**config.mk**
```make
export PLATFORM = sky130hd
export DESIGN_NAME = gelato_l2_arbiter
export DESIGN_NICKNAME = d
export VERILOG_FILES = /design/src/rtl/gelato_l2_arbiter.sv
export SDC_FILE = /design/constraint.sdc
export NUM_CORES = 1
export LEC_CHECK = 0
export ABC_CLOCK_PERIOD_IN_PS = 6650
export CAP_MARGIN = 20
export CELL_PAD_IN_SITES_DETAIL_PLACEMENT = 0
export CELL_PAD_IN_SITES_GLOBAL_PLACEMENT = 1
export CORE_AREA = 10 10 261 263
export CTS_BUF_LIST = sky130_fd_sc_hd__clkbuf_4
export DETAILED_ROUTE_END_ITERATION = 8
export DIE_AREA = 0 0 271 273
export PLACE_DENSITY_LB_ADDON = 0.25
export RECOVER_POWER = 25
export SLEW_MARGIN = 20
export SYNTH_ARGS = -nofsm -noshare
export SYNTH_HDL_FRONTEND = slang
export SYNTH_SLANG_ARGS = --single-unit
```
**constraint.sdc**
```tcl
create_clock -name clk -period 6.65 [get_ports clk]
set_input_delay 0.9975 -clock clk [delete_from_list [all_inputs] [get_ports clk]]
set_output_delay 0.9975 -clock clk [all_outputs]
set_load 0.03 [all_outputs]
```
**src/rtl/gelato_l2_arbiter.sv**
```systemverilog
// Round-robin merge of all SM inst/data request channels onto one registered L2 port, per-channel outstanding caps.
// Request path has 1-cycle latency; response routing is combinational; a full, stalled slot blocks every req_ready.
module gelato_l2_arbiter #(
  parameter int NUM_SM  = 4,
  parameter int ADDR_W  = 32,
  parameter int DATA_W  = 32,
  parameter int MAX_OUT = 4,
  localparam int NUM_CH = 2 * NUM_SM,
  localparam int ID_W   = (NUM_CH > 1) ? $clog2(NUM_CH) : 1
) (
  input  logic                           clk,
  input  logic                           rst_n,
  input  logic                           rdy,
  input  logic [NUM_CH-1:0]              req_valid,
  output logic [NUM_CH-1:0]              req_ready,
  input  logic [NUM_CH-1:0][ADDR_W-1:0]  req_addr,
  input  logic [NUM_CH-1:0]              req_we,
  input  logic [NUM_CH-1:0][DATA_W-1:0]  req_wdata,
  output logic                           l2_req_valid,
  input  logic                           l2_req_ready,
  output logic [ADDR_W-1:0]              l2_req_addr,
  output logic                           l2_req_we,
  output logic [DATA_W-1:0]              l2_req_wdata,
  output logic [ID_W-1:0]                l2_req_id,
  input  logic                           l2_rsp_valid,
  output logic                           l2_rsp_ready,
  input  logic [ID_W-1:0]                l2_rsp_id,
  input  logic [DATA_W-1:0]              l2_rsp_data,
  output logic [NUM_CH-1:0]              rsp_valid,
  output logic [DATA_W-1:0]              rsp_data,
  output logic                           proto_err
);

  localparam int CNT_W = 4;

  logic                         r_slot_vld;
  logic [ADDR_W-1:0]            r_addr;
  logic                         r_we;
  logic [DATA_W-1:0]            r_wdata;
  logic [ID_W-1:0]              r_id;
  logic [ID_W-1:0]              r_rr_ptr;
  logic [NUM_CH-1:0][CNT_W-1:0] r_out_cnt;
  logic                         r_proto_err;

  logic              w_slot_free;
  logic [NUM_CH-1:0] w_elig;
  logic              w_hi_found, w_lo_found;
  logic [ID_W-1:0]   w_hi_idx, w_lo_idx;
  logic              w_gnt_vld;
  logic [ID_W-1:0]   w_gnt_idx;
  logic              w_rsp_hit, w_id_oob, w_zero_dec, w_err_set;

  assign w_slot_free = !r_slot_vld || l2_req_ready;

  // Two descending scans yield the lowest eligible index at/above rr_ptr and the lowest overall (wrap case).
  always_comb begin
    w_elig     = '0;
    w_hi_found = 1'b0;
    w_hi_idx   = '0;
    w_lo_found = 1'b0;
    w_lo_idx   = '0;
    for (int i = NUM_CH - 1; i >= 0; i--) begin
      w_elig[i] = req_valid[i] && (r_out_cnt[i] < CNT_W'(MAX_OUT));
      if (w_elig[i]) begin
        w_lo_found = 1'b1;
        w_lo_idx   = ID_W'(i);
        if (ID_W'(i) >= r_rr_ptr) begin
          w_hi_found = 1'b1;
          w_hi_idx   = ID_W'(i);
        end
      end
    end
    w_gnt_vld = rdy && w_slot_free && w_lo_found;
    w_gnt_idx = w_hi_found ? w_hi_idx : w_lo_idx;
  end

  assign w_rsp_hit = l2_rsp_valid && rdy;
  assign w_id_oob  = {1'b0, l2_rsp_id} >= (ID_W + 1)'(NUM_CH);

  always_comb begin
    req_ready  = '0;
    rsp_valid  = '0;
    w_zero_dec = 1'b0;
    for (int i = 0; i < NUM_CH; i++) begin
      req_ready[i] = w_gnt_vld && (w_gnt_idx == ID_W'(i));
      rsp_valid[i] = w_rsp_hit && (l2_rsp_id == ID_W'(i));
      if (rsp_valid[i] && (r_out_cnt[i] == '0)) w_zero_dec = 1'b1;
    end
    w_err_set = w_rsp_hit && (w_id_oob || w_zero_dec);
  end

  always_ff @(posedge clk or negedge rst_n) begin
    if (!rst_n) begin
      r_slot_vld  <= 1'b0;
      r_addr      <= '0;
      r_we        <= 1'b0;
      r_wdata     <= '0;
      r_id        <= '0;
      r_rr_ptr    <= '0;
      r_out_cnt   <= '0;
      r_proto_err <= 1'b0;
    end else if (rdy) begin
      if (w_gnt_vld) begin
        r_slot_vld <= 1'b1;
        r_addr     <= req_addr[w_gnt_idx];
        r_we       <= req_we[w_gnt_idx];
        r_wdata    <= req_wdata[w_gnt_idx];
        r_id       <= w_gnt_idx;
        r_rr_ptr   <= (w_gnt_idx == ID_W'(NUM_CH - 1)) ? '0 : w_gnt_idx + 1'b1;
      end else if (l2_req_ready) begin
        r_slot_vld <= 1'b0;
      end
      // Grant and response on the same channel cancel; a decrement at zero saturates.
      for (int i = 0; i < NUM_CH; i++) begin
        if (req_ready[i] && !rsp_valid[i]) begin
          r_out_cnt[i] <= r_out_cnt[i] + 1'b1;
        end else if (!req_ready[i] && rsp_valid[i] && (r_out_cnt[i] != '0)) begin
          r_out_cnt[i] <= r_out_cnt[i] - 1'b1;
        end
      end
      if (w_err_set) r_proto_err <= 1'b1;
    end
  end

  assign l2_req_valid = r_slot_vld;
  assign l2_req_addr  = r_addr;
  assign l2_req_we    = r_we;
  assign l2_req_wdata = r_wdata;
  assign l2_req_id    = r_id;
  assign l2_rsp_ready = rdy;
  assign rsp_data     = l2_rsp_data;
  assign proto_err    = r_proto_err;

endmodule
```
[Word level (Yosys, flattened, before mapping)]
Index checks and enable logic that the tools add are counted.
Storage, ports and cells
  output and inout bits: 119
  word-level logic and storage cells: 261
  flip-flop bits (word level): 105
Operators by class
  equal/unequal tests: 14
  muxes and demuxes: 82
  reductions and logical operators: 116
  add/subtract/negate cells: 17
  magnitude comparators: 17
Operators by type and width (count)
  $bmux W32 S3: 2
  $mux W3: 26
  $mux W32: 2
  $mux W4: 16
  $logic_and A1 B1 Y1: 60
  $mux W1: 35
  $add A4 B1 Y4 const B: 8
  $logic_not A4 Y1: 8
  $lt A4 B3 Y1 const B: 8
  $reduce_bool A4 Y1: 8
  $sub A4 B1 Y4 const B: 8
  $eq A3 B3 Y1 const B: 8
  $reduce_and A2 Y1: 11
  $reduce_bool A2 Y1: 9
  $logic_not A1 Y1: 17
  $eq A3 B2 Y1 const B: 4
  $ge A3 B3 Y1 const A: 4
  $eq A3 B1 Y1 const B: 2
  $ge A1 B3 Y1 const A: 2
  $ge A2 B3 Y1 const A: 2
  $logic_not A3 Y1: 2
  $lt A3 B4 Y1 const B: 1
  $add A3 B1 Y3 const B: 1
  $bmux W1 S3: 1
  $logic_or A1 B1 Y1: 1

[Longest topological paths before layout]
Gate-level depths: netlist of run 1.
  depth in word-level cells: 25
  gate-level depth with buffers: 18
  depth with buffers taken out: 14

[Worst setup path after synthesis of run 1]
OpenSTA, ideal clock, no wires.
  path type: input -> output
  from: input port req_valid[6]
  to: output port req_ready[7]
  buffers on the path: 3
  required time: 5653 ps
  cell stages on the path: 12
  data arrival time: 3495 ps
  slack: 2157 ps
  cell sequence: or3b_4 > o21ai_1 > a22oi_1 > o22a_1 > a311oi_4 > buf_8 > buf_12 > buf_12 > inv_1 > ha_1 > ha_1 > and2_1
On the way
  word-level cells in the longest chain between the ends: 17
RTL lines
  start: declaration: line 14  | input logic [NUM_CH-1:0] req_valid,
  $logic_and A1 B1 Y1 *: line 63  | w_elig[i] = req_valid[i] && (r_out_cnt[i] < CNT_W'(MAX_OUT));
  $mux W3 / $mux W1 (equally long branches): line 64  | if (w_elig[i]) begin
  $mux W3 / $mux W1 (equally long branches): line 67  | if (ID_W'(i) >= r_rr_ptr) begin
  $mux W3 / $mux W1 (equally long branches): line 64
  $mux W3 / $mux W1 (equally long branches): line 67
  $mux W3 / $mux W1 (equally long branches): line 64
  $mux W3 / $mux W1 (equally long branches): line 67
  $mux W3 / $mux W1 (equally long branches): line 64
  (+2 left out)
  $mux W3 / $mux W1 (equally long branches): line 67
  $mux W3 / $mux W1 (equally long branches): line 64
  $mux W3 / $mux W1 (equally long branches): line 67
  $mux W3 / $mux W1 (equally long branches): line 64
  $mux W3 *: line 74  | w_gnt_idx = w_hi_found ? w_hi_idx : w_lo_idx;
  named net w_gnt_idx[0]: line 50  | logic [ID_W-1:0] w_gnt_idx;
  $eq A3 B3 Y1 *: line 85  | req_ready[i] = w_gnt_vld && (w_gnt_idx == ID_W'(i));
  $logic_and A1 B1 Y1 *: line 85
  end: declaration: line 15  | output logic [NUM_CH-1:0] req_ready,
Mark *: on every way through the listed nets, which the timed path passes. The rest lies on a longest branch.

[Final worst setup path of run 1]
  from: input port req_valid[2]
  to: output port req_ready[7]
On the way
  word-level cells in the longest chain between the ends: 9
RTL lines (line)
  $logic_and A1 B1 Y1 *: 63
  $mux W3 / $mux W1 (equally long branches): 64
  $mux W3 / $mux W1 (equally long branches): 67
  $mux W3 / $mux W1 (equally long branches): 64
  $mux W3 / $mux W1 (equally long branches): 67
  $mux W3 / $mux W1 (equally long branches): 64
  $mux W3 *: 74
  named net w_gnt_idx[0]: 50
  $eq A3 B3 Y1 *: 85
  $logic_and A1 B1 Y1 *: 85
Marks and branches as above.

==> results.md, run 1 <==
- The final sum of negative setup slack is 0 ns.
- Wires add up to 59.3 mm.
- The number of instances in the synthesized netlist is 837.
- Leaving out fill and tap cells, the most frequent cell in the layout is clkdlybuf4s50_1.
- The congestion estimate from routability-driven global placement came to 0.817.
- STA puts the critical path data required time at 5.65 ns.
- Dividing the detail-routed wire length by the instance count gives 26.4 um.
- The sequential group share of total power is 0.163.
- The run finished, with violations left.
- Before antenna repair, the detailed router went through 4 iterations.
- Setup repair after global routing left no endpoint under its margin.
- The checks that failed: capacitance limit, slew limit.
- The setup fix buffers added after clock tree synthesis is 0.
- After legalization and detailed placement, the total HPWL measured 50.1 mm.
- The clock group share of total power is 0.053.
- The relative area change from synthesis to final layout is 72.1%.
- The synthesized netlist occupies a cell area of 0.00961 sq mm.
- The power dissipated by switching net loads is 3620 uW.
- At the placement stage, the worst setup path has a slack of 1.19 ns.
- The initial utilization of the core area, before any placement, comes to 0.153.
- The share of layout cells above drive strength 1 is 0.119.
- Data arrives at the worst endpoint at 4.35 ns.
- The number of pins with negative max-slew slack in the final report was 108.
- The worst setup path is launched from an input port.
- The die covers 0.0740 sq mm.
- The shortest period the worst path allows is 5.34 ns.
- The via count of the first global-routing pass is 10500.
- The initial antenna violation count is 23.
- Max-cap violations in this run came to 2.
- The number of nets in the final layout is 1991.
- For this run, the register share of the synthesized area comes to 0.273.
- Using the TritonRoute via totals, the vias-per-cell ratio works out to 4.20.
- The maximum fanout count along the critical path is 8.
- Of the available clock period, the critical path in the final layout requires 0.803.
- The worst path meets setup with 1.31 ns of slack.
- In the layout the commonest cells are clkdlybuf4s50_1, mux2i_1, dfrtp_1, mux2_2, mux4_2.
- The maximum clock skew at final layout is 0.0309 ns.
- The tree built by TritonCTS fans out to 105 sinks.
- Buffers inserted to repair hold after CTS numbered 0.
- Across all hold checks on the routed design, the worst slack comes to 0.507 ns.
- The floorplan has 92 rows.
- The async set-or-reset flop fraction in the synthesized netlist is 1.00.
- The tree is rooted in a clkbuf_4.
- The first-pass GRT wire length is 82.8 mm.
- Counting flops and latches in the post-synthesis netlist gives 105.
- Setup violations remaining at the end of the flow were counted as 0.
- The Yosys step of the flow raised 0 warnings.
- The total track usage is 0.157.
- The most common flop cell mapped by yosys is dfrtp_1.
- The detailed router finished its first iteration with 369 violations.
- The number of port buffers is 622.
- TritonCTS built the clock tree.
- The synthesized area per cell is 11.5 sq um.
- The number of hold-slack violations in the final timing report is 0.
- The largest vdd supply drop is 0.395 mV.
- The number of nets in the synthesized netlist is 1435.
- The total number of H-tree levels is 3.
- Clock latency on the worst-skew pair, taken at its later pin, is 0.60 ns.
- The number of flops mapped to enable cells by yosys is 0.
- The post-detailed-route DRC marker count is 0.
- Buffers inserted during clock tree synthesis total 9.
- After clock tree synthesis, the clock-pin slew on the worst setup and hold paths is 0.21 ns.
- The largest net degree at the start of global routing is 105.
- Measured against its own limit, the worst slew margin works out to -1.40.
- No sink is reached through more buffers than the 2 on the longest clock path.
- The floorplan step set the die width to 271 um.
- The type of the most critical hold path is register to register.
- The critical path class is input port to output port.
- The maximum frequency from static timing analysis is 187 MHz.
- The share of total power dissipated in combinational logic is 0.784.
- The fraction of power spent switching nets is 0.473.
- The top-level I/O count is 687.
- The internal power is 4040 uW.
- STA classifies the critical path endpoint as an output port.
- The areal power density over the cells is 463 mW/mm^2.
- Counting distinct cell types in the post-synthesis netlist gives 62.
- For this design the static power due to leakage is 0.00668 uW.
- The routed layout has 9439 vias.
- The count of instances resized after the clock tree is built is 0.
- The area of the core is 0.0627 sq mm.
- The completed layout was analyzed and its total power is 7660 uW.
- For this run the aggregate overflow at the end of global routing stands at 0.
- The die span in y is 273 um.
- The number of nets still failing antenna checks after routing is 0.
- At the pin with the least slew margin, the transition time is 3.60 ns.
-- cell type report --
cell class / count / area, sq um
Clock buffer: 9 / 67.6
Clock inverter: 7 / 76.3
Timing Repair Buffer: 637 / 6340
Sequential cell: 105 / 2630
Multi-Input combinational cell: 624 / 6300
Tap cell: 846 / 1060
Fill cell: 6609 / 46200
Inverter: 16 / 60.1
Antenna cell: 4 / 10.0
-- flip-flops by register name, indices dropped and copies added, names as in the netlist --
register	count
r_out_cnt	32
l2_req_addr	32
proto_err	1
l2_req_id	3
r_rr_ptr	3
l2_req_valid	1
l2_req_we	1
l2_req_wdata	32
-- cell families after synthesis --
kind of cell / Yosys count / share of synthesized area
AO/OA/AOI/OAI: 191 / 0.137
flip-flops: 105 / 0.273
AND/OR/NAND/NOR: 101 / 0.0612
buffers and inverters: 108 / 0.0746
adder cells (fa/ha/maj): 30 / 0.0453
multiplexers: 278 / 0.386
XOR/XNOR: 24 / 0.0219
-- critical path, cell delays in order --
cell,delay [ns]
clkdlybuf4s50_1,0.48
nor3b_2,0.48
a21oi_1,0.08
a2bb2oi_1,0.16
o22a_1,0.24
a311oi_4,0.39
inv_1,0.17
ha_1,0.26
ha_1,0.28
and2_1,0.18
clkdlybuf4s50_1,0.62
-- routing by layer --
metal  GRT usage  vias up  wire (um)
met1       0.161     4678      21600
met5           0        -         79
met4      0.0175       14        485
met2       0.292      365      31500
met3      0.0745       51       5640
li1            -     4331          -
-- through the flow --
stage	utilization	cells	cell area, sq um
floorplan	-	837	9610
global placement	0.261	2228	16400
detailed placement	0.261	2228	16400
CTS	0.264	2244	16500
global route	0.264	2248	16500
finish	0.264	2248	16500
-- synth_stat cells, drive strengths merged (3+ instances only) --
library cell	instances	area, sq um
a211o	4	35.0
a211oi	3	27.5
a21o	25	188
a21oi	16	80.1
a22o	18	158
a22oi	50	375
and2	10	67.6
buf	83	623
clkbuf	9	33.8
dfrtp	105	2630
fa	8	160
ha	22	275
inv	16	60.1
mux2	61	687
mux2i	152	1520
mux4	65	1510
nand2	31	116
nand3	10	50.1
nor2	12	45.0
nor2b	4	25.0
nor3	3	20.0
nor3b	8	91.3
nor4	8	50.1
nor4b	3	26.3
o21ai	63	319
or3b	4	37.5
xnor2	9	78.8
xor2	15	131
-- worst paths after layout --
| check | startpoint | end | slack (ns) | depth (start not counted) |
|---|---|---|---|---|
| worst max-delay path | req_valid[2] | req_ready[7] | 1.31 | 11 |
| worst min-delay path | proto_err | proto_err | 0.51 | 2 |
| worst max register to register | r_out_cnt[11] | r_out_cnt[11] | 2.23 | 12 |
| worst min register to register | proto_err | proto_err | 0.51 | 2 |
| max in group asynchronous | rst_n | l2_req_wdata[2] | 2.09 | 2 |
| min in group asynchronous | rst_n | l2_req_addr[0] | 1.59 | 1 |
-- power by group through the flow --
stage                     clock, uW  sequential, uW  combinational [uW]
after floorplan                   0            1600                4090
after global placement            0            1250                6110
after detailed placement          0            1260                6130
after CTS                       457            1250                6140
after global routing            472            1300                6520
final                           409            1250                6000
Note: power is estimated with default switching activity, not from simulation.
==> inputs of run 2 (changes only) <==
- ABC_CLOCK_PERIOD_IN_PS: 6650 -> 4740
- CORE_AREA: 10 10 261 263 -> 10 10 256 258
- DIE_AREA: 0 0 271 273 -> 0 0 266 268
- clock period: 6.65 -> 4.74 ns (I/O delays scaled with it)
==> results.md, run 2 (synthesized netlist as in run 1, its figures left out) <==
- The run finished, with violations left.
- The checks that failed: capacitance limit, slew limit.
- The number of pins with negative max-slew slack in the final report is 53.
- Final hold analysis gives a worst-case slack of 0.512 ns.
- VDD sags by at most 0.800 mV.
- Global routing finished with a remaining overflow of 0.
- The horizontal extent of the die is 266 um.
- The clock net sink count is 105.
- The TritonCTS buffer count is 9.
- The library cell used most frequently in the layout, excluding fill and tap cells, is clkdlybuf4s50_1.
- The initial antenna violation count is 29.
- The via count is 9468.
- STA classifies the critical path endpoint as an output port.
- The count of buffer and inverter cells on the critical path is 3.
- The core region is 0.0601 sq mm.
- Among cell families on the critical path, the largest total delay comes from buffers and inverters.
- After detailed routing, the average wire length per cell comes to 28.0 um.
- Entering global routing, the biggest net connects 102 pins.
- The endpoint arrival time on the critical path is 3.68 ns.
- At the pin with the least slew margin, the transition time is 3.37 ns.
- The first-pass GRT wire length is 83.7 mm.
- After clock tree synthesis, the clock-pin slew on the worst setup and hold paths is 0.20 ns.
- Power spread over the standard cell area amounts to 654 mW/mm^2.
- The relative area change from synthesis to final layout is 72.1%.
- The filler cell count is 6372.
- The DRC violation total after the first TritonRoute iteration is 379.
- The maximum frequency from static timing analysis is 228 MHz.
- In this run the tightest slew margin relative to its limit is -1.24.
- The via count normalized by instance count is 4.32.
- The routed wire length is 61.3 mm.
- The number of nets in the final layout is 1994.
- Max-cap violations in this run came to 1.
- The congestion estimate from routability-driven global placement came to 0.847.
- The die covers 0.0713 sq mm.
- Once placement completed, the tool counted placed cells totaling 2167.
- The number of detailed-routing iterations run before antenna repair is 6.
- The clock latency of the later-clocked register in the worst-skew pair is 0.57 ns.
- Of all nets on the critical path, the largest fanout is 4.
- The via count of the first global-routing pass came to 10400.
- The internal power is 5730 uW.
- In this run the number of H-tree levels came out at 3.
- The sequential group share of total power is 0.163.
- The die is 268 um tall.
- Once detail routing completed, the nets flagged for antenna violations numbered 0.
- The wire-length estimate of the detail-placed layout is 51.9 mm.
- The top-level I/O count is 687.
- For the final database, setup skew stands at 0.0375 ns.
- Setup violations remaining at the end of the flow were counted as 0.
- In the global route stage, overall resource usage came out at 0.167.
- The final period utilization is 0.926.
- The share of layout cells above drive strength 1 is 0.123.
- The fraction of power spent switching nets is 0.471.
- The number of hold-slack violations in the final timing report is 0.
- The master cell of the clock root buffer is clkbuf_4.
- After clock tree synthesis, the setup repair step added 0 buffers.
- The top cell types in the final layout, fill and taps aside, are clkdlybuf4s50_1, mux2i_1, dfrtp_1, mux2_2, mux4_2.
- The post-detailed-route DRC marker count is 0.
- The power dissipated by switching net loads is 5090 uW.
- TritonCTS built the clock tree.
- The worst setup path is of the input port to output port kind.
- The shortest period the worst path allows is 4.39 ns.
- In this design, the stage delay of the slowest critical-path cell is 0.61 ns.
- The count of instances resized after the clock tree is built is 0.
- The area of placed instances is 0.0164 sq mm.
- No sink is reached through more buffers than the 2 on the longest clock path.
- The clock group share of total power is 0.051.
- The slowest stage of the critical path belongs to the cell clkdlybuf4s50_1.
- Summed over all cells, the static leakage comes to 0.00672 uW.
- The required time of the critical path is 4.03 ns.
- Setup repair after global routing left no endpoint under its margin.
- In this run the worst hold path is classified as register to register.
- The initial utilization of the core area, before any placement, comes to 0.160.
- Once layout is done, the placed cells without fillers occupy 0.0165 sq mm.
- The signal on the critical path passes through clkdlybuf4s50_1 -> or3b_4 -> o21ai_1 -> a22oi_1 -> o22a_1 -> a311oi_4 -> inv_1 -> ha_1 -> ha_1 -> and2_1 -> clkdlybuf4s50_1.
- The number of placement rows is 90.
- STA classifies the critical path startpoint as an input port.
- For this run, the share of the core covered by cells in the final layout is 0.275.
- Excluding fillers, the count of instances in the completed layout stands at 2193.
- The setup check on the worst reg-to-reg path leaves a slack of 1.18 ns.
- The proportion of power drawn by combinational gates is 0.787.
- During placement, the flow inserted port buffers numbering 622.
- The quantity of hold-fixing buffers added after cts is 0.
- The final sum of negative setup slack is 0 ns.
run 2: cell types whose count changed in the layout (fill, tap and decap cells not counted):
cell	before	now
buf_12	1	5
clkdlybuf4s50_1	621	617
clkbuf_4	9	10
buf_4	13	17
inv_6	2	0
clkinv_4	0	1
diode_2	4	10
clkinv_2	2	1
clkinv_1	0	1
clkbuf_2	1	0
run 2: through the flow:
stage	worst slack (ns)	power (uW)
after global placement	0.354	10400
final	0.349	10800
after floorplan	0.604	7980
after CTS	0.346	11100
after detailed placement	0.367	10500
after global routing	0.162	11700
run 2: layout make-up:
class                   instances  area (sq um)  share of cell area
diodes                         10          25.0             0.00151
clock buffers                  10          75.1             0.00454
clock inverters                 6          66.3             0.00401
inverters                      16          60.1             0.00363
multi-input cells             624          6300               0.381
flip-flops and latches        105          2630               0.159
well taps                     782           978              0.0591
repair buffers                640          6410               0.387
run 2: path summary, 6_finish.rpt:
check | from | end | cells after the start
max | req_valid[6] | req_ready[3] | 11
min | proto_err | proto_err | 2
max reg2reg | r_out_cnt[3] | r_out_cnt[31] | 14
min reg2reg | proto_err | proto_err | 2
max in group asynchronous | rst_n | r_out_cnt[5] | 1
min in group asynchronous | rst_n | l2_req_addr[16] | 1
run 2: worst register-to-register path, cell delays in order, from the launching register on:
cell and delay (ns):
dfrtp_1 0.50, nor3b_2 0.40, a21oi_1 0.12, a2bb2oi_1 0.15, o22a_1 0.23, a311oi_4 0.22, inv_1 0.13, ha_1 0.24
ha_1 0.28, nand3_1 0.20, ha_1 0.27, a21o_1 0.17, a21oi_1 0.17, mux2i_1 0.23, xor2_1 0.15
run 2: power by group through the flow:
stage / registers (uW) / logic, uW / clock network, uW
floorplan: 2240 / 5740 / 0
CTS: 1760 / 8710 / 617
finish: 1760 / 8510 / 552
global placement: 1760 / 8680 / 0
detailed placement: 1770 / 8690 / 0
global route: 1830 / 9220 / 642
run 2: per-layer routing:
metal  up-vias  GRT usage  part of all wire  wire (um)
met1      4654      0.183              0.39      23600
met4        14     0.0259             0.010        641
met5         -          0            0.0014         85
li1       4338          -                 -          -
met2       420      0.302              0.51      31400
met3        42     0.0707             0.091       5580
==> inputs of run 3 (changes only) <==
- ABC_CLOCK_PERIOD_IN_PS: 4740 -> 3500
- clock period: 4.74 -> 3.5 ns (I/O delays scaled with it)
==> results.md, run 3 (synthesized netlist as in run 1, its figures left out) <==
- The flow ran to the end, but the final reports show violations.
- The final reports fail on capacitance limit, slew limit, setup timing.
- The share of layout cells above drive strength 1 is 0.211.
- The number of nets still failing antenna checks after routing is 0.
- Data on the critical path is required at its endpoint by 2.97 ns.
- The largest single stage delay on the critical path is 0.53 ns.
- In the final layout, the multi-input gates occupy 0.00658 sq mm.
- The clock latency of the later-clocked register in the worst-skew pair is 0.59 ns.
- The critical path is of the input port to output port type.
- The H-tree generated during clock tree synthesis spans 3 levels.
- Timing would allow up to 285 MHz.
- Max-cap violations in this run came to 1.
- The initial antenna violation count was 24.
- The utilization of the core after routing is 0.296.
- The slowest stage of the critical path is the clkdlybuf4s50_1 cell.
- The number of pins with negative max-slew slack in the final report is 35.
- In the routed design, unresolved DRC markers number 0.
- For this design the total switching power over the nets is 7350 uW.
- The leading cell type in the layout, fill and taps excluded is clkdlybuf4s50_1.
- The share of total power dissipated in combinational logic is 0.803.
- The worst path setup slack after routing is -0.00563 ns.
- Input and output buffers added on the ports amount to 622.
- The total track usage is 0.172.
- Of the total power, the share spent switching nets is 0.445.
- The startpoint of the most critical setup path is req_valid[5].
- The area of the core is 0.0601 sq mm.
- The number of instances on the worst hold path is 2.
- The CTS tree is yes.
- For this run, the post-layout net count is 2095.
- The final weighted congestion of routability-driven global placement is 0.835.
- The tree is rooted in a clkbuf_4.
- In this design, the critical path's most frequently occurring cell is ha_4.
- The final design area excluding fillers is 0.0178 sq mm.
- The initial utilization of the core area, before any placement, comes to 0.160.
- In this run the power density over the cells is 929 mW/mm^2.
- The launch instance of the worst min-delay path is l2_req_id[1].
- The first global-routing pass estimated 86.2 mm of wire.
- Walking the worst path, the cells encountered are clkdlybuf4s50_1 -> or3b_4 -> a311oi_2 -> nor3_1 -> o21ba_1 -> o21a_4 -> buf_4 -> ha_4 -> ha_4 -> and2_4 -> buf_6.
- The routed design has 63.0 mm of wire.
- The relative area change from synthesis to final layout is 85.1%.
- The startpoint type of the worst setup path is an input port.
- The full die area is 0.0713 sq mm.
- The final period utilization is 1.00.
- The longest clock path from root to sink contains 2 buffers.
- Along the worst path, the maximum fanout reaches 3.
- After floorplanning, the core was divided into 90 placement rows.
- VDD sags by at most 0.732 mV.
- Once placement finished, the instance area stood at 0.0173 sq mm.
- In this run, the number of DRC markers left after iteration 0 of detailed routing was 419.
- 687 I/O pins were placed.
- After clock tree synthesis, the clock-pin slew on the worst setup and hold paths is 0.19 ns.
- Setup repair after global routing could not meet its margin everywhere.
- The share of total power dissipated in the clock network is 0.053.
- The worst register-to-register path begins at r_out_cnt[14].
- The library cells used most frequently in the layout, excluding fill and tap cells, are clkdlybuf4s50_1, mux2i_1, dfrtp_1, buf_4, mux2_2.
- The number of cells traversed by the worst register-to-register path is 16.
- The share of total power dissipated in sequential elements is 0.144.
- The via count of the first global-routing pass is 11100.
- The total congestion overflow is 0.
- The type of destination of the critical path is an output port.
- The die is 266 um wide.
- The path class of the tightest hold or removal check is register to register.
- For the worst setup path, the data arrival time is 2.98 ns.
- For this block, the via count after detailed routing is 9833.
- The floorplan step set the die height to 268 um.
- The first detailed-routing pass ran for 5 iterations.
- Entering global routing, the biggest net connects 71 pins.
- The internal power is 9180 uW.
- The detail-routed net length per standard cell is 27.4 um.
- Counting every sink on the clock net gives 105.
- The headroom to the max-slew limit is -0.554.
- The filler cell count is 6354.
- The post-DP HPWL is 53.9 mm.
- The number of hold-slack violations in the final timing report is 0.
- The TritonCTS buffer count is 9.
- The slew of the pin with the lowest slew margin is 2.33 ns.
- The shortest period the worst path allows is 3.51 ns.
- Registers take 0.00263 sq mm.
- The via count normalized by instance count is 4.28.
- On the final layout, the worst clock skew is 0.0406 ns.
- The leakage power total is 0.00732 uW.
- The number of setup violations in the final report is 1.
## run 3: cell count changes in the layout (fill, tap and decap cells not counted), sizes merged, moves of 2 or more
| cell | before | now |
|---|---|---|
| clkinv | 3 | 1 |
| diode | 10 | 13 |
| buf | 22 | 126 |
| bufinv | 1 | 3 |
| clkdlybuf4s50 | 617 | 613 |
## run 3: power groups by stage
stage                     logic (uW)  clock network, uW  registers [uW]
after global routing           14300                970            2470
after CTS                      13500                942            2380
final                          13300                873            2380
after detailed placement       13100                  0            2420
after floorplan                 8030                  0            3040
after global placement         13000                  0            2410
## run 3: worst max-delay path, delay by kind of cell
| family | cells | cell delay (ns) |
|---|---|---|
| buffers and inverters | 3 | 0.81 |
| AOI/OAI and AO/OA | 3 | 0.66 |
| and+or+nand+nor | 3 | 0.63 |
| adders and majority gates | 2 | 0.34 |
## run 3: per-stage QoR
stage / instances / setup TNS (ns) / setup slack (ns) / total power [uW] / hold slack (ns)
floorplan: 837 / -2.23 / -0.219 / 11100 / 0.229
global placement: 2243 / -20.70 / -0.301 / 15400 / 0.471
detailed placement: 2243 / -22.53 / -0.325 / 15500 / 0.482
CTS: 2280 / -0.640 / -0.156 / 16800 / 0.341
global route: 2292 / -0.812 / -0.157 / 17800 / 0.558
finish: 2296 / -0.00563 / -0.00563 / 16500 / 0.519
## run 3: timing repair
item	in CTS	in global routing
hold buffers	1	0
gates resized for setup	24	11
buffers inserted	24	4
endpoints found under the setup margin	8	20
endpoints found under the hold margin	33	0
pin swaps	13	8
## run 3: per-layer routing
layer,global-route usage,part of all wire,routed length (um),vias to the layer above
met1,0.182,0.38,24000,4847
li1,-,-,-,4556
met3,0.0760,0.089,5630,43
met4,0.0565,0.020,1270,14
met5,0,0.0013,82,-
met2,0.301,0.51,32100,373
## run 3: area by class of cell
cell class	count	share of cell area
well taps	782	0.0550
clock buffers	10	0.00422
multi-input cells	624	0.370
clock inverters	5	0.00577
repair buffers	741	0.412
inverters	16	0.00380
diodes	13	0.00183
flip-flops and latches	105	0.148
## run 3: worst paths after layout
check                                 end  slack, ns
max                          req_ready[3]     -0.006
min                          l2_req_id[1]       0.52
max reg2reg                  r_out_cnt[3]       0.05
min reg2reg                  l2_req_id[1]       0.52
max in group asynchronous     r_rr_ptr[2]       0.86
min in group asynchronous  l2_req_addr[4]       1.12
